### src/rtl/extract_pkg.sv
// ============================================================================
// Module      : extract_pkg
// Description : Packet field layout and saturating-counter helper for extract_router.
// Revision    : 1.0 - initial release
// ============================================================================
`default_nettype none

package extract_pkg;

    localparam int DEF_PACKET_BITS   = 97;
    localparam int DEF_NUM_LEAF_BITS = 6;
    localparam int DEF_NUM_PORT_BITS = 4;

    // Field offsets for the default packet layout: valid | leaf | port | payload.
    localparam int VLD_BIT = DEF_PACKET_BITS - 1;
    localparam int LEAF_HI = VLD_BIT - 1;
    localparam int LEAF_LO = LEAF_HI - DEF_NUM_LEAF_BITS + 1;
    localparam int PORT_HI = LEAF_LO - 1;
    localparam int PORT_LO = PORT_HI - DEF_NUM_PORT_BITS + 1;

    // Saturating increment of a counter that is w bits wide (w <= 32).
    function automatic logic [31:0] sat_inc(input logic [31:0] v, input int w);
        logic [31:0] max_v;
        max_v = (w >= 32) ? 32'hFFFF_FFFF : ((32'd1 << w) - 32'd1);
        return (v >= max_v) ? v : v + 32'd1;
    endfunction

endpackage

`default_nettype wire

### src/rtl/extract_router_if.sv
// ============================================================================
// Module      : extract_router_if
// Description : Packet and channel handshake bundle between BFT, router and consumers.
// Revision    : 1.0 - initial release
// ============================================================================
`default_nettype none

interface extract_router_if #(
    parameter int PACKET_BITS = extract_pkg::DEF_PACKET_BITS
);
    logic [PACKET_BITS-1:0] din_leaf_bft2interface;
    logic [PACKET_BITS-1:0] dout_leaf_interface2bft;
    logic                   resend;
    logic [PACKET_BITS-1:0] stream_in;
    logic                   stream_in_ready;
    logic [PACKET_BITS-1:0] stream_out;
    logic                   stream_valid;
    logic                   stream_ready;
    logic [PACKET_BITS-1:0] configure_out;
    logic                   cfg_valid;
    logic                   cfg_ready;

    // Router side
    modport slave (
        input  din_leaf_bft2interface, resend, stream_in, stream_ready, cfg_ready,
        output dout_leaf_interface2bft, stream_in_ready, stream_out, stream_valid,
               configure_out, cfg_valid
    );

    // BFT / consumer side
    modport master (
        output din_leaf_bft2interface, resend, stream_in, stream_ready, cfg_ready,
        input  dout_leaf_interface2bft, stream_in_ready, stream_out, stream_valid,
               configure_out, cfg_valid
    );
endinterface

`default_nettype wire

### src/rtl/extract_router_pkt_fifo.sv
// ============================================================================
// Module      : pkt_fifo
// Description : First-word-fall-through packet FIFO; head is zero while empty.
// Revision    : 1.0 - initial release
// ============================================================================
`default_nettype none

module pkt_fifo #(
    parameter int WIDTH = 97,
    parameter int DEPTH = 4
) (
    input  wire logic             clk,
    input  wire logic             reset_n,
    input  wire logic             push,
    input  wire logic [WIDTH-1:0] push_data,
    output logic                  full,
    input  wire logic             pop,
    output logic                  valid,
    output logic      [WIDTH-1:0] dout
);
    localparam int              c_AW      = $clog2(DEPTH);
    localparam logic [c_AW:0]   c_PTR_ONE = (c_AW+1)'(1);

    logic [WIDTH-1:0] r_mem [DEPTH];
    logic [c_AW:0]    r_wr_ptr;
    logic [c_AW:0]    r_rd_ptr;
    logic             w_empty;
    logic             w_do_pop;
    logic             w_do_push;

    // Extra pointer MSB separates full (MSBs differ) from empty (pointers equal).
    assign w_empty   = (r_wr_ptr == r_rd_ptr);
    assign full      = (r_wr_ptr[c_AW] != r_rd_ptr[c_AW]) &&
                       (r_wr_ptr[c_AW-1:0] == r_rd_ptr[c_AW-1:0]);
    assign w_do_pop  = pop && !w_empty;
    assign w_do_push = push && (!full || w_do_pop);
    assign valid     = !w_empty;
    assign dout      = w_empty ? '0 : r_mem[r_rd_ptr[c_AW-1:0]];

    always_ff @(posedge clk or negedge reset_n) begin
        if (!reset_n) begin
            r_wr_ptr <= '0;
            r_rd_ptr <= '0;
        end else begin
            if (w_do_push) r_wr_ptr <= r_wr_ptr + c_PTR_ONE;
            if (w_do_pop)  r_rd_ptr <= r_rd_ptr + c_PTR_ONE;
        end
    end

    always_ff @(posedge clk) begin
        if (w_do_push) r_mem[r_wr_ptr[c_AW-1:0]] <= push_data;
    end

endmodule

`default_nettype wire

### src/rtl/extract_router.sv
// ============================================================================
// Module      : extract_router
// Description : Steers BFT leaf packets into config/stream FIFOs and holds the
//               outbound stream packet for BFT resend. Option: LEAF_CHECK_EN.
// Revision    : 1.0 - initial release
// ============================================================================
`default_nettype none

module extract_router
    import extract_pkg::*;
#(
    parameter int PACKET_BITS     = DEF_PACKET_BITS,
    parameter int NUM_LEAF_BITS   = DEF_NUM_LEAF_BITS,
    parameter int NUM_PORT_BITS   = DEF_NUM_PORT_BITS,
    parameter int CFG_PORT_MAX    = 1,
    parameter int STREAM_PORT_MAX = 8,
    parameter int FIFO_DEPTH      = 4,
    parameter int CNT_BITS        = 16
) (
    input  wire logic                     clk,
    input  wire logic                     reset_n,
    extract_router_if.slave               bus,
    output logic      [CNT_BITS-1:0]      stream_drop_cnt,
    output logic      [CNT_BITS-1:0]      cfg_drop_cnt,
    input  wire logic [NUM_LEAF_BITS-1:0] self_leaf
`ifdef LEAF_CHECK_EN
   ,output logic      [CNT_BITS-1:0]      misroute_cnt
`endif
);
    localparam int c_VLD_BIT = PACKET_BITS - 1;
    localparam int c_PORT_HI = c_VLD_BIT - NUM_LEAF_BITS - 1;
    localparam int c_PORT_LO = c_PORT_HI - NUM_PORT_BITS + 1;
    localparam logic [NUM_PORT_BITS-1:0] c_CFG_MAX    = NUM_PORT_BITS'(CFG_PORT_MAX);
    localparam logic [NUM_PORT_BITS-1:0] c_STREAM_MAX = NUM_PORT_BITS'(STREAM_PORT_MAX);

    logic                     w_vld;
    logic [NUM_PORT_BITS-1:0] w_port;
    logic                     w_leaf_ok;
    logic                     w_cls_cfg;
    logic                     w_cls_stream;
    logic                     w_cfg_full;
    logic                     w_stream_full;
    logic                     w_cfg_pop;
    logic                     w_stream_pop;
    logic                     w_cfg_drop;
    logic                     w_stream_drop;
    logic                     w_hold_vld;
    logic [PACKET_BITS-1:0]   r_hold_pkt;
    logic [CNT_BITS-1:0]      r_cfg_drop;
    logic [CNT_BITS-1:0]      r_stream_drop;

    assign w_vld  = bus.din_leaf_bft2interface[c_VLD_BIT];
    assign w_port = bus.din_leaf_bft2interface[c_PORT_HI:c_PORT_LO];

`ifdef LEAF_CHECK_EN
    localparam int c_LEAF_HI = c_VLD_BIT - 1;
    localparam int c_LEAF_LO = c_LEAF_HI - NUM_LEAF_BITS + 1;

    logic                w_misroute;
    logic [CNT_BITS-1:0] r_misroute;

    assign w_leaf_ok    = (bus.din_leaf_bft2interface[c_LEAF_HI:c_LEAF_LO] == self_leaf);
    assign w_misroute   = w_vld && !w_leaf_ok;
    assign misroute_cnt = r_misroute;

    always_ff @(posedge clk or negedge reset_n) begin
        if (!reset_n)        r_misroute <= '0;
        else if (w_misroute) r_misroute <= CNT_BITS'(sat_inc(32'(r_misroute), CNT_BITS));
    end
`else
    logic w_unused_self_leaf;
    assign w_leaf_ok          = 1'b1;
    assign w_unused_self_leaf = ^self_leaf;
`endif

    // Ports above the stream range fall back to config.
    assign w_cls_cfg    = w_vld && w_leaf_ok && ((w_port <= c_CFG_MAX) || (w_port > c_STREAM_MAX));
    assign w_cls_stream = w_vld && w_leaf_ok && (w_port > c_CFG_MAX) && (w_port <= c_STREAM_MAX);

    assign w_cfg_pop     = bus.cfg_valid && bus.cfg_ready;
    assign w_stream_pop  = bus.stream_valid && bus.stream_ready;
    assign w_cfg_drop    = w_cls_cfg && w_cfg_full && !w_cfg_pop;
    assign w_stream_drop = w_cls_stream && w_stream_full && !w_stream_pop;

    pkt_fifo #(.WIDTH(PACKET_BITS), .DEPTH(FIFO_DEPTH)) u_cfg_fifo (
        .clk       (clk),
        .reset_n   (reset_n),
        .push      (w_cls_cfg),
        .push_data (bus.din_leaf_bft2interface),
        .full      (w_cfg_full),
        .pop       (w_cfg_pop),
        .valid     (bus.cfg_valid),
        .dout      (bus.configure_out)
    );

    pkt_fifo #(.WIDTH(PACKET_BITS), .DEPTH(FIFO_DEPTH)) u_stream_fifo (
        .clk       (clk),
        .reset_n   (reset_n),
        .push      (w_cls_stream),
        .push_data (bus.din_leaf_bft2interface),
        .full      (w_stream_full),
        .pop       (w_stream_pop),
        .valid     (bus.stream_valid),
        .dout      (bus.stream_out)
    );

    always_ff @(posedge clk or negedge reset_n) begin
        if (!reset_n) begin
            r_cfg_drop    <= '0;
            r_stream_drop <= '0;
        end else begin
            if (w_cfg_drop)    r_cfg_drop    <= CNT_BITS'(sat_inc(32'(r_cfg_drop), CNT_BITS));
            if (w_stream_drop) r_stream_drop <= CNT_BITS'(sat_inc(32'(r_stream_drop), CNT_BITS));
        end
    end

    assign cfg_drop_cnt    = r_cfg_drop;
    assign stream_drop_cnt = r_stream_drop;

    // Outbound holding register: retained only while it is valid and rejected.
    assign w_hold_vld                  = r_hold_pkt[c_VLD_BIT];
    assign bus.dout_leaf_interface2bft = r_hold_pkt;
    assign bus.stream_in_ready         = !w_hold_vld || !bus.resend;

    always_ff @(posedge clk or negedge reset_n) begin
        if (!reset_n) begin
            r_hold_pkt <= '0;
        end else if (!(w_hold_vld && bus.resend)) begin
            r_hold_pkt <= bus.stream_in[c_VLD_BIT] ? bus.stream_in : '0;
        end
    end

endmodule

`default_nettype wire

### src/flat_wrapper.sv
// flat-port wrapper written by rule: the top's interface ports become plain ports
module extract_router_flat import extract_pkg::*;
#(
    parameter int PACKET_BITS     = DEF_PACKET_BITS,
    parameter int NUM_LEAF_BITS   = DEF_NUM_LEAF_BITS,
    parameter int NUM_PORT_BITS   = DEF_NUM_PORT_BITS,
    parameter int CFG_PORT_MAX    = 1,
    parameter int STREAM_PORT_MAX = 8,
    parameter int FIFO_DEPTH      = 4,
    parameter int CNT_BITS        = 16
)
  (clk, reset_n, stream_drop_cnt, cfg_drop_cnt, self_leaf, bus_din_leaf_bft2interface, bus_resend, bus_stream_in, bus_stream_ready, bus_cfg_ready, bus_dout_leaf_interface2bft, bus_stream_in_ready, bus_stream_out, bus_stream_valid, bus_configure_out, bus_cfg_valid);
  extract_router_if #(.PACKET_BITS(PACKET_BITS)) bus_i ();
  input  wire logic clk;
  input  wire logic reset_n;
  output logic      [CNT_BITS-1:0] stream_drop_cnt;
  output logic      [CNT_BITS-1:0] cfg_drop_cnt;
  input  wire logic [NUM_LEAF_BITS-1:0] self_leaf;
  input wire logic [$bits(bus_i.din_leaf_bft2interface)-1:0] bus_din_leaf_bft2interface;
  input wire logic [$bits(bus_i.resend)-1:0] bus_resend;
  input wire logic [$bits(bus_i.stream_in)-1:0] bus_stream_in;
  input wire logic [$bits(bus_i.stream_ready)-1:0] bus_stream_ready;
  input wire logic [$bits(bus_i.cfg_ready)-1:0] bus_cfg_ready;
  output wire logic [$bits(bus_i.dout_leaf_interface2bft)-1:0] bus_dout_leaf_interface2bft;
  output wire logic [$bits(bus_i.stream_in_ready)-1:0] bus_stream_in_ready;
  output wire logic [$bits(bus_i.stream_out)-1:0] bus_stream_out;
  output wire logic [$bits(bus_i.stream_valid)-1:0] bus_stream_valid;
  output wire logic [$bits(bus_i.configure_out)-1:0] bus_configure_out;
  output wire logic [$bits(bus_i.cfg_valid)-1:0] bus_cfg_valid;
  assign bus_i.din_leaf_bft2interface = bus_din_leaf_bft2interface;
  assign bus_i.resend = bus_resend;
  assign bus_i.stream_in = bus_stream_in;
  assign bus_i.stream_ready = bus_stream_ready;
  assign bus_i.cfg_ready = bus_cfg_ready;
  assign bus_dout_leaf_interface2bft = bus_i.dout_leaf_interface2bft;
  assign bus_stream_in_ready = bus_i.stream_in_ready;
  assign bus_stream_out = bus_i.stream_out;
  assign bus_stream_valid = bus_i.stream_valid;
  assign bus_configure_out = bus_i.configure_out;
  assign bus_cfg_valid = bus_i.cfg_valid;
  extract_router #(.PACKET_BITS(PACKET_BITS), .NUM_LEAF_BITS(NUM_LEAF_BITS), .NUM_PORT_BITS(NUM_PORT_BITS), .CFG_PORT_MAX(CFG_PORT_MAX), .STREAM_PORT_MAX(STREAM_PORT_MAX), .FIFO_DEPTH(FIFO_DEPTH), .CNT_BITS(CNT_BITS)) u_core (.clk(clk), .reset_n(reset_n), .bus(bus_i), .stream_drop_cnt(stream_drop_cnt), .cfg_drop_cnt(cfg_drop_cnt), .self_leaf(self_leaf));
endmodule
### config.mk
export PLATFORM = sky130hd
export DESIGN_NAME = extract_router_flat
export DESIGN_NICKNAME = d
export VERILOG_FILES = /design/src/rtl/extract_pkg.sv /design/src/rtl/extract_router_if.sv /design/src/rtl/extract_router_pkt_fifo.sv /design/src/rtl/extract_router.sv /design/src/flat_wrapper.sv
export SDC_FILE = /design/constraint.sdc
export NUM_CORES = 1
export LEC_CHECK = 0
export BUFFER_PORTS_ARGS = -buffer_cell sky130_fd_sc_hd__buf_2
export CORE_ASPECT_RATIO = 1.75
export CORE_MARGIN = 2
export CORE_UTILIZATION = 40
export CTS_CLUSTER_DIAMETER = 100
export DETAILED_ROUTE_END_ITERATION = 12
export PLACE_DENSITY_LB_ADDON = 0.25
export SLEW_MARGIN = 20
export SYNTH_ARGS = -nofsm -noshare
export SYNTH_HDL_FRONTEND = slang
export SYNTH_SLANG_ARGS = --single-unit
### constraint.sdc
create_clock -name clk -period 4.4 [get_ports clk]
set_input_delay 1.1 -clock clk [delete_from_list [all_inputs] [get_ports clk]]
set_output_delay 1.1 -clock clk [all_outputs]
set_load 0.03 [all_outputs]
==> impl_metrics.yaml, run 1 <==
status:
  status: "completed"
placement:
  hpwl_um: 55150
  gp_congestion: 0.9365
  placed_area_mm2: 0.03954
  dpl_worst_slack_ps: 758.5
  dp_cells: 3474
  portBuffers: 524
die:
  initial_utilization: 0.4046
  fp.dieH_um: 396.3
  fp-row-count: 143
  die-area_mm2: 0.09044
  fp.dieW_um: 228.2
  boundaryPins: 531
  core_area_mm2: 0.08696
clock_tree:
  h-tree-depth: 3
  cts_resized: 0
  cts_setup_buffers: 0
  clock_latency_ps: 680
  cts_buffer_depth: 3
  cts.sinks: 917
  cts_hold_buf: 0
  cts_inserted_buffers: 83
  clk_pin_slew_worst_paths_ps: 70
  clockRootBuffer: "clkbuf_16"
  cts_tree: "done"
critical_path:
  max_stage_delay_ps: 630
  path_cells: "buf_4 -> mux4_2 -> nor2b_1 -> buf_2"
  critPathRequiredTime_ps: 3300
  endpoint_kind: "output port"
  startpoint_type: "flip-flop"
  worstSetupPathType: "reg -> out"
  crit_arrival_ps: 2740
  cp_slowest_cell: "dfrtp_4"
  path_max_fanout: 21
sta:
  clock_skew_ps: 21.04
  layout_min_cycle_time_ps: 3841
  finalCritPeriodShare: 0.8728
  setup_tns_ps: 0
  tightest_slew_ps: 1002
  slew_headroom: 0.3320
  grt_setup_unrepaired: "no"
  holdWs_ps: 399.0
  setup_viol: 0
  hold_viol: 0
  fmax_mhz: 260.4
  setup_slack_ps: 559.5
  final-max-slew-violation-count: 0
synthesis:
  synth_edf_count: 776
  syn_nets: 2067
  synth_seq_cells: 917
  postSynthAreaPerCell_um2: 19.02
  synth_warnings: 0
  yosysSeqAreaShare: 0.7626
  syn_area_mm2: 0.03518
  synth_ff_type: "edfxtp_1"
  synth-async-reset-ratio: 0.1538
  syn_inst: 1850
  synth_cell_type_count: 36
cells_and_area:
  layout-drive-gt1-share: 0.3719
  final_cells: 3628
  design_area_mm2: 0.04241
  syn_to_final_growth_pct: 20.52
  finalNetCount: 2616
  final_util: 0.4877
drt:
  wl_um: 88490
  drtIter0Drc: 1228
  drt-wirelength-per-cell_um: 24.39
  drt_pass1_iterations: 4
  post_drt_via_cell_ratio: 5.192
  drc: 0
  vias: 18840
  ant_nets: 0
global_route:
  antenna_found_initial: 16
  grt_overflow: 0
  grt_pass1_vias: 20570
  grtUsageTotal: 0.1964
  grt_start_max_net_pins: 100
  grt_pass1_wl_um: 131600
power_and_ir_drop:
  ir_drop_mv: 0.5151
  power_leakage_nw: 15.84
  total_power_mw: 30.59
  power_density_mw_per_mm2: 721.4
min_path:
  hp-class: "in -> async"
flow_run:
  cap_violations: 0
-- synth_stat cells, types with 2 or more instances --
cell      number  area, um2
inv_1          8      30.03
clkbuf_1      69      259.0
buf_2         20      100.1
nor2_2         2      12.51
nand3_1      103      515.5
mux2_2         5      56.30
nor2_1         4      15.01
xnor2_1       27      236.5
dfrtp_1      141       3528
ha_1          12      150.1
xor2_1        16      140.1
buf_1          8      30.03
edfxtp_1     776      23300
and3_1         9      56.30
o21ai_0        2      10.01
and4_1         5      43.79
mux4_2       194       4369
nand2_1      208      780.8
nor4_1         4      25.02
nor2b_1      195       1220
nand4_1       16      100.1
and2_1        11      68.82
or4_4          2      22.52
-- layer usage --
metal  part of all wire  wire length (um)  vias to the layer above  global-route usage
li1                   -                 -                     8212                   -
met4              0.031              2769                       18             0.07796
met1               0.38             33340                     9837              0.2252
met5             0.0013               111                        -                   0
met3              0.071              6245                      130             0.05432
met2               0.52             46030                      639              0.3476
-- sequential cells by signal, summed over array words and instances (netlist names) --
register	flops
u_core.u_cfg_fifo.r_mem	388
u_core.stream_drop_cnt	16
u_core.u_cfg_fifo.r_wr_ptr	3
u_core.u_stream_fifo.r_mem	388
u_core.bus.dout_leaf_interface2bft	97
u_core.u_stream_fifo.r_rd_ptr	3
u_core.cfg_drop_cnt	16
u_core.u_stream_fifo.r_wr_ptr	3
u_core.u_cfg_fifo.r_rd_ptr	3
-- worst paths after layout --
check | from | depth (start not counted) | slack, ps | to
setup / recovery | u_core.u_stream_fifo.r_rd_ptr[0] | 4 | 560 | bus_stream_out[39]
hold / removal | reset_n | 1 | 400 | u_core.bus.dout_leaf_interface2bft[15]
setup reg to reg | u_core.u_cfg_fifo.r_rd_ptr[0] | 5 | 1700 | u_core.u_cfg_fifo.r_mem[1][83]
hold reg to reg | u_core.bus.dout_leaf_interface2bft[10] | 2 | 460 | u_core.bus.dout_leaf_interface2bft[10]
max in group asynchronous | reset_n | 2 | 3100 | u_core.bus.dout_leaf_interface2bft[65]
min in group clk | u_core.bus.dout_leaf_interface2bft[10] | 2 | 460 | u_core.bus.dout_leaf_interface2bft[10]
-- where the power goes --
part / internal (mW) / total [mW] / switching (mW)
registers: 10.5 / 10.8 / 0.319
clock network: 4.31 / 7.53 / 3.22
logic: 4.04 / 12.3 / 8.25
-- area by class of cell --
| type | instances | area, um2 |
|---|---|---|
| Clock inverter | 49 | 621.8 |
| Antenna cell | 5 | 12.51 |
| Sequential cell | 917 | 26850 |
| Multi-Input combinational cell | 826 | 7954 |
| Fill cell | 7374 | 44550 |
| Clock buffer | 100 | 2235 |
| Timing Repair Buffer | 562 | 3252 |
| Tap cell | 1160 | 1451 |
| Inverter | 9 | 33.78 |
-- layout by cell type, fill, tap and decap left out, types with 10 or more instances in the layout --
cell type  instances
nor2b_1          195
xor2_1            16
dfrtp_1          137
bufinv_16         11
xnor2_1           27
ha_1              12
clkbuf_16         83
nand2_1          208
nand3_1          103
buf_2            523
edfxtp_1         776
mux4_2           194
clkinv_2          15
nand4_1           16
buf_4             11
buf_12            27
clkinv_1          10
-- logic make-up after synthesis --
family / Yosys count / share of synthesized area
XOR/XNOR: 43 / 0.01070
AO/OA/AOI/OAI: 5 / 0.001031
multiplexers: 199 / 0.1258
buffers and inverters: 107 / 0.01234
flip-flops: 917 / 0.7626
adder cells (fa/ha/maj): 12 / 0.004267
AND/OR/NAND/NOR: 567 / 0.08332
-- worst max-delay path: cells and delay by family, from the launching register on --
family                 cells  cell delay (ps)
multiplexers               1              560
buffers and inverters      2              680
flip-flops                 1              630
AND/OR/NAND/NOR            1              170
Note: power is estimated with default switching activity, not from simulation.
==> run 2, diff against run 1 <==
CORE_UTILIZATION = 38   (was 40)
==> impl_metrics.yaml, run 2 (synthesized netlist as in run 1, its figures left out) <==
global_route:
  grt_pass1_vias: 20400
  grtUsageTotal: 0.1878
  gr-usage-met3: 0.04719
  grt_overflow: 0
  antenna_found_initial: 21
  grt_use_met2: 0.3336
  grt_start_max_net_pins: 100
  use_met1: 0.2158
  top_usage_layer: "met2"
  grt_pass1_wl_um: 130700
critical_path:
  path_max_fanout: 25
  worstSetupPathType: "reg -> out"
  critPathRequiredTime_ps: 3300
  crit_start: "u_core.u_cfg_fifo.r_rd_ptr[0]"
  path_cells: "xor2_1 -> nor3b_4 -> buf_4 -> nor2b_1 -> buf_2"
  endpoint_kind: "output port"
  cp_slowest_cell: "dfrtp_4"
  r2r_start: "u_core.u_cfg_fifo.r_rd_ptr[0]"
  crit_arrival_ps: 2870
  max_stage_delay_ps: 840
  startpoint_type: "flip-flop"
cells_and_area:
  final_util: 0.4647
  layout.cells.most_common: "edfxtp_1"
  num-fill-cells: 7886
  layout-drive-gt1-share: 0.3743
  syn_to_final_growth_pct: 21.20
  final_cells: 3690
  finalNetCount: 2627
  design_area_mm2: 0.04265
  final_cell_mix: "edfxtp_1, buf_2, nand2_1, nor2b_1, mux4_2"
drt:
  ant_nets: 0
  vias: 18790
  drt_pass1_iterations: 6
  drt-wirelength-per-cell_um: 24.25
  wl_um: 89490
  drc: 0
  post_drt_via_cell_ratio: 5.093
  drtIter0Drc: 1082
sta:
  hold_viol: 0
  setup_viol: 0
  holdWs_ps: 446.7
  clock_skew_ps: 27.11
  finalCritPeriodShare: 0.9013
  grt_setup_unrepaired: "no"
  setup_tns_ps: 0
  fmax_mhz: 252.2
  tightest_slew_ps: 971.1
  slew_headroom: 0.3526
  final-max-slew-violation-count: 0
  layout_min_cycle_time_ps: 3966
clock_tree:
  cts_tree: "done"
  cts_inserted_buffers: 86
  clock_latency_ps: 680
  h-tree-depth: 3
  cts_resized: 0
  cts_hold_buf: 0
  cts_setup_buffers: 0
  clockRootBuffer: "clkbuf_16"
  cts_buffer_depth: 3
  clk_pin_slew_worst_paths_ps: 60
  cts.sinks: 917
die:
  fp.dieH_um: 406.5
  initial_utilization: 0.3834
  fp.dieW_um: 234.0
  fp-row-count: 147
  die-area_mm2: 0.09514
  boundaryPins: 531
  core_area_mm2: 0.09178
min_path:
  hp-class: "in -> async"
power_and_ir_drop:
  power_density_mw_per_mm2: 721.8
  power_leakage_nw: 15.92
  ir_drop_mv: 0.6006
placement:
  gp_congestion: 0.8659
  dp_cells: 3514
  portBuffers: 524
  placed_area_mm2: 0.03961
  hpwl_um: 56970
status:
  status: "completed"
flow_run:
  cap_violations: 0
==> run 2: changes by cell type in the layout (fill, tap and decap cells not counted), moves of 3 or more <==
cell / before / now
clkbuf_16: 83 / 88
diode_2: 5 / 16
buf_4: 11 / 21
clkinvlp_4: 1 / 4
clkbuf_8: 9 / 2
bufinv_16: 11 / 14
clkbuf_1: 7 / 11
==> run 2: critical path: cells and delay by family (launching register included) <==
kind	cells	cell delay, ps
buffers and inverters	2	540
DFF	1	840
xor gates and xnor gates	1	340
and+or+nand+nor	2	440
==> run 2: worst paths after layout <==
kind                       slack (ps)                                      to  cells after the start
hold reg to reg                   460  u_core.bus.dout_leaf_interface2bft[19]                      2
max in group asynchronous        3070  u_core.bus.dout_leaf_interface2bft[38]                      2
hold / removal                    450  u_core.bus.dout_leaf_interface2bft[65]                      1
setup / recovery                  430                   bus_configure_out[69]                      5
setup reg to reg                 1440          u_core.u_cfg_fifo.r_mem[2][90]                      5
min in group clk                  460  u_core.bus.dout_leaf_interface2bft[19]                      2
==> run 2: layout make-up <==
cell class / instances / area [um2] / area share
multi-input combinational: 826 / 7954 / 0.1865
antenna: 16 / 40.04 / 0.0009389
clock inverter: 59 / 723.2 / 0.01696
clock buffer: 101 / 2271 / 0.05325
sequential: 917 / 26850 / 0.6295
timing repair buffer: 570 / 3287 / 0.07707
inverter: 9 / 33.78 / 0.0007922
tap: 1192 / 1491 / 0.03497
==> run 2: power by group <==
part           switching [mW]  internal [mW]  leakage, nW  total, mW
Sequential              0.379           10.5         8.88       10.8
Combinational            8.04           4.05         5.59       12.1
Clock                    3.30           4.56         1.46       7.86
Total                    11.7           19.1         15.9       30.8
==> run 2: layer usage <==
layer  routed length (um)  share of wire
met5                   31        0.00035
met1                33530           0.37
met2                47150           0.53
met4                 2473          0.028
met3                 6298          0.070
==> run 2: stage by stage <==
stage          power [mW]  setup WS (ps)
3_3_place_gp        23.30          766.1
6_report            30.78          434.4
3_5_place_dp        23.42          675.1
2_1_floorplan       19.06          684.8
4_1_cts             31.35          276.5
5_1_grt             32.16          250.2
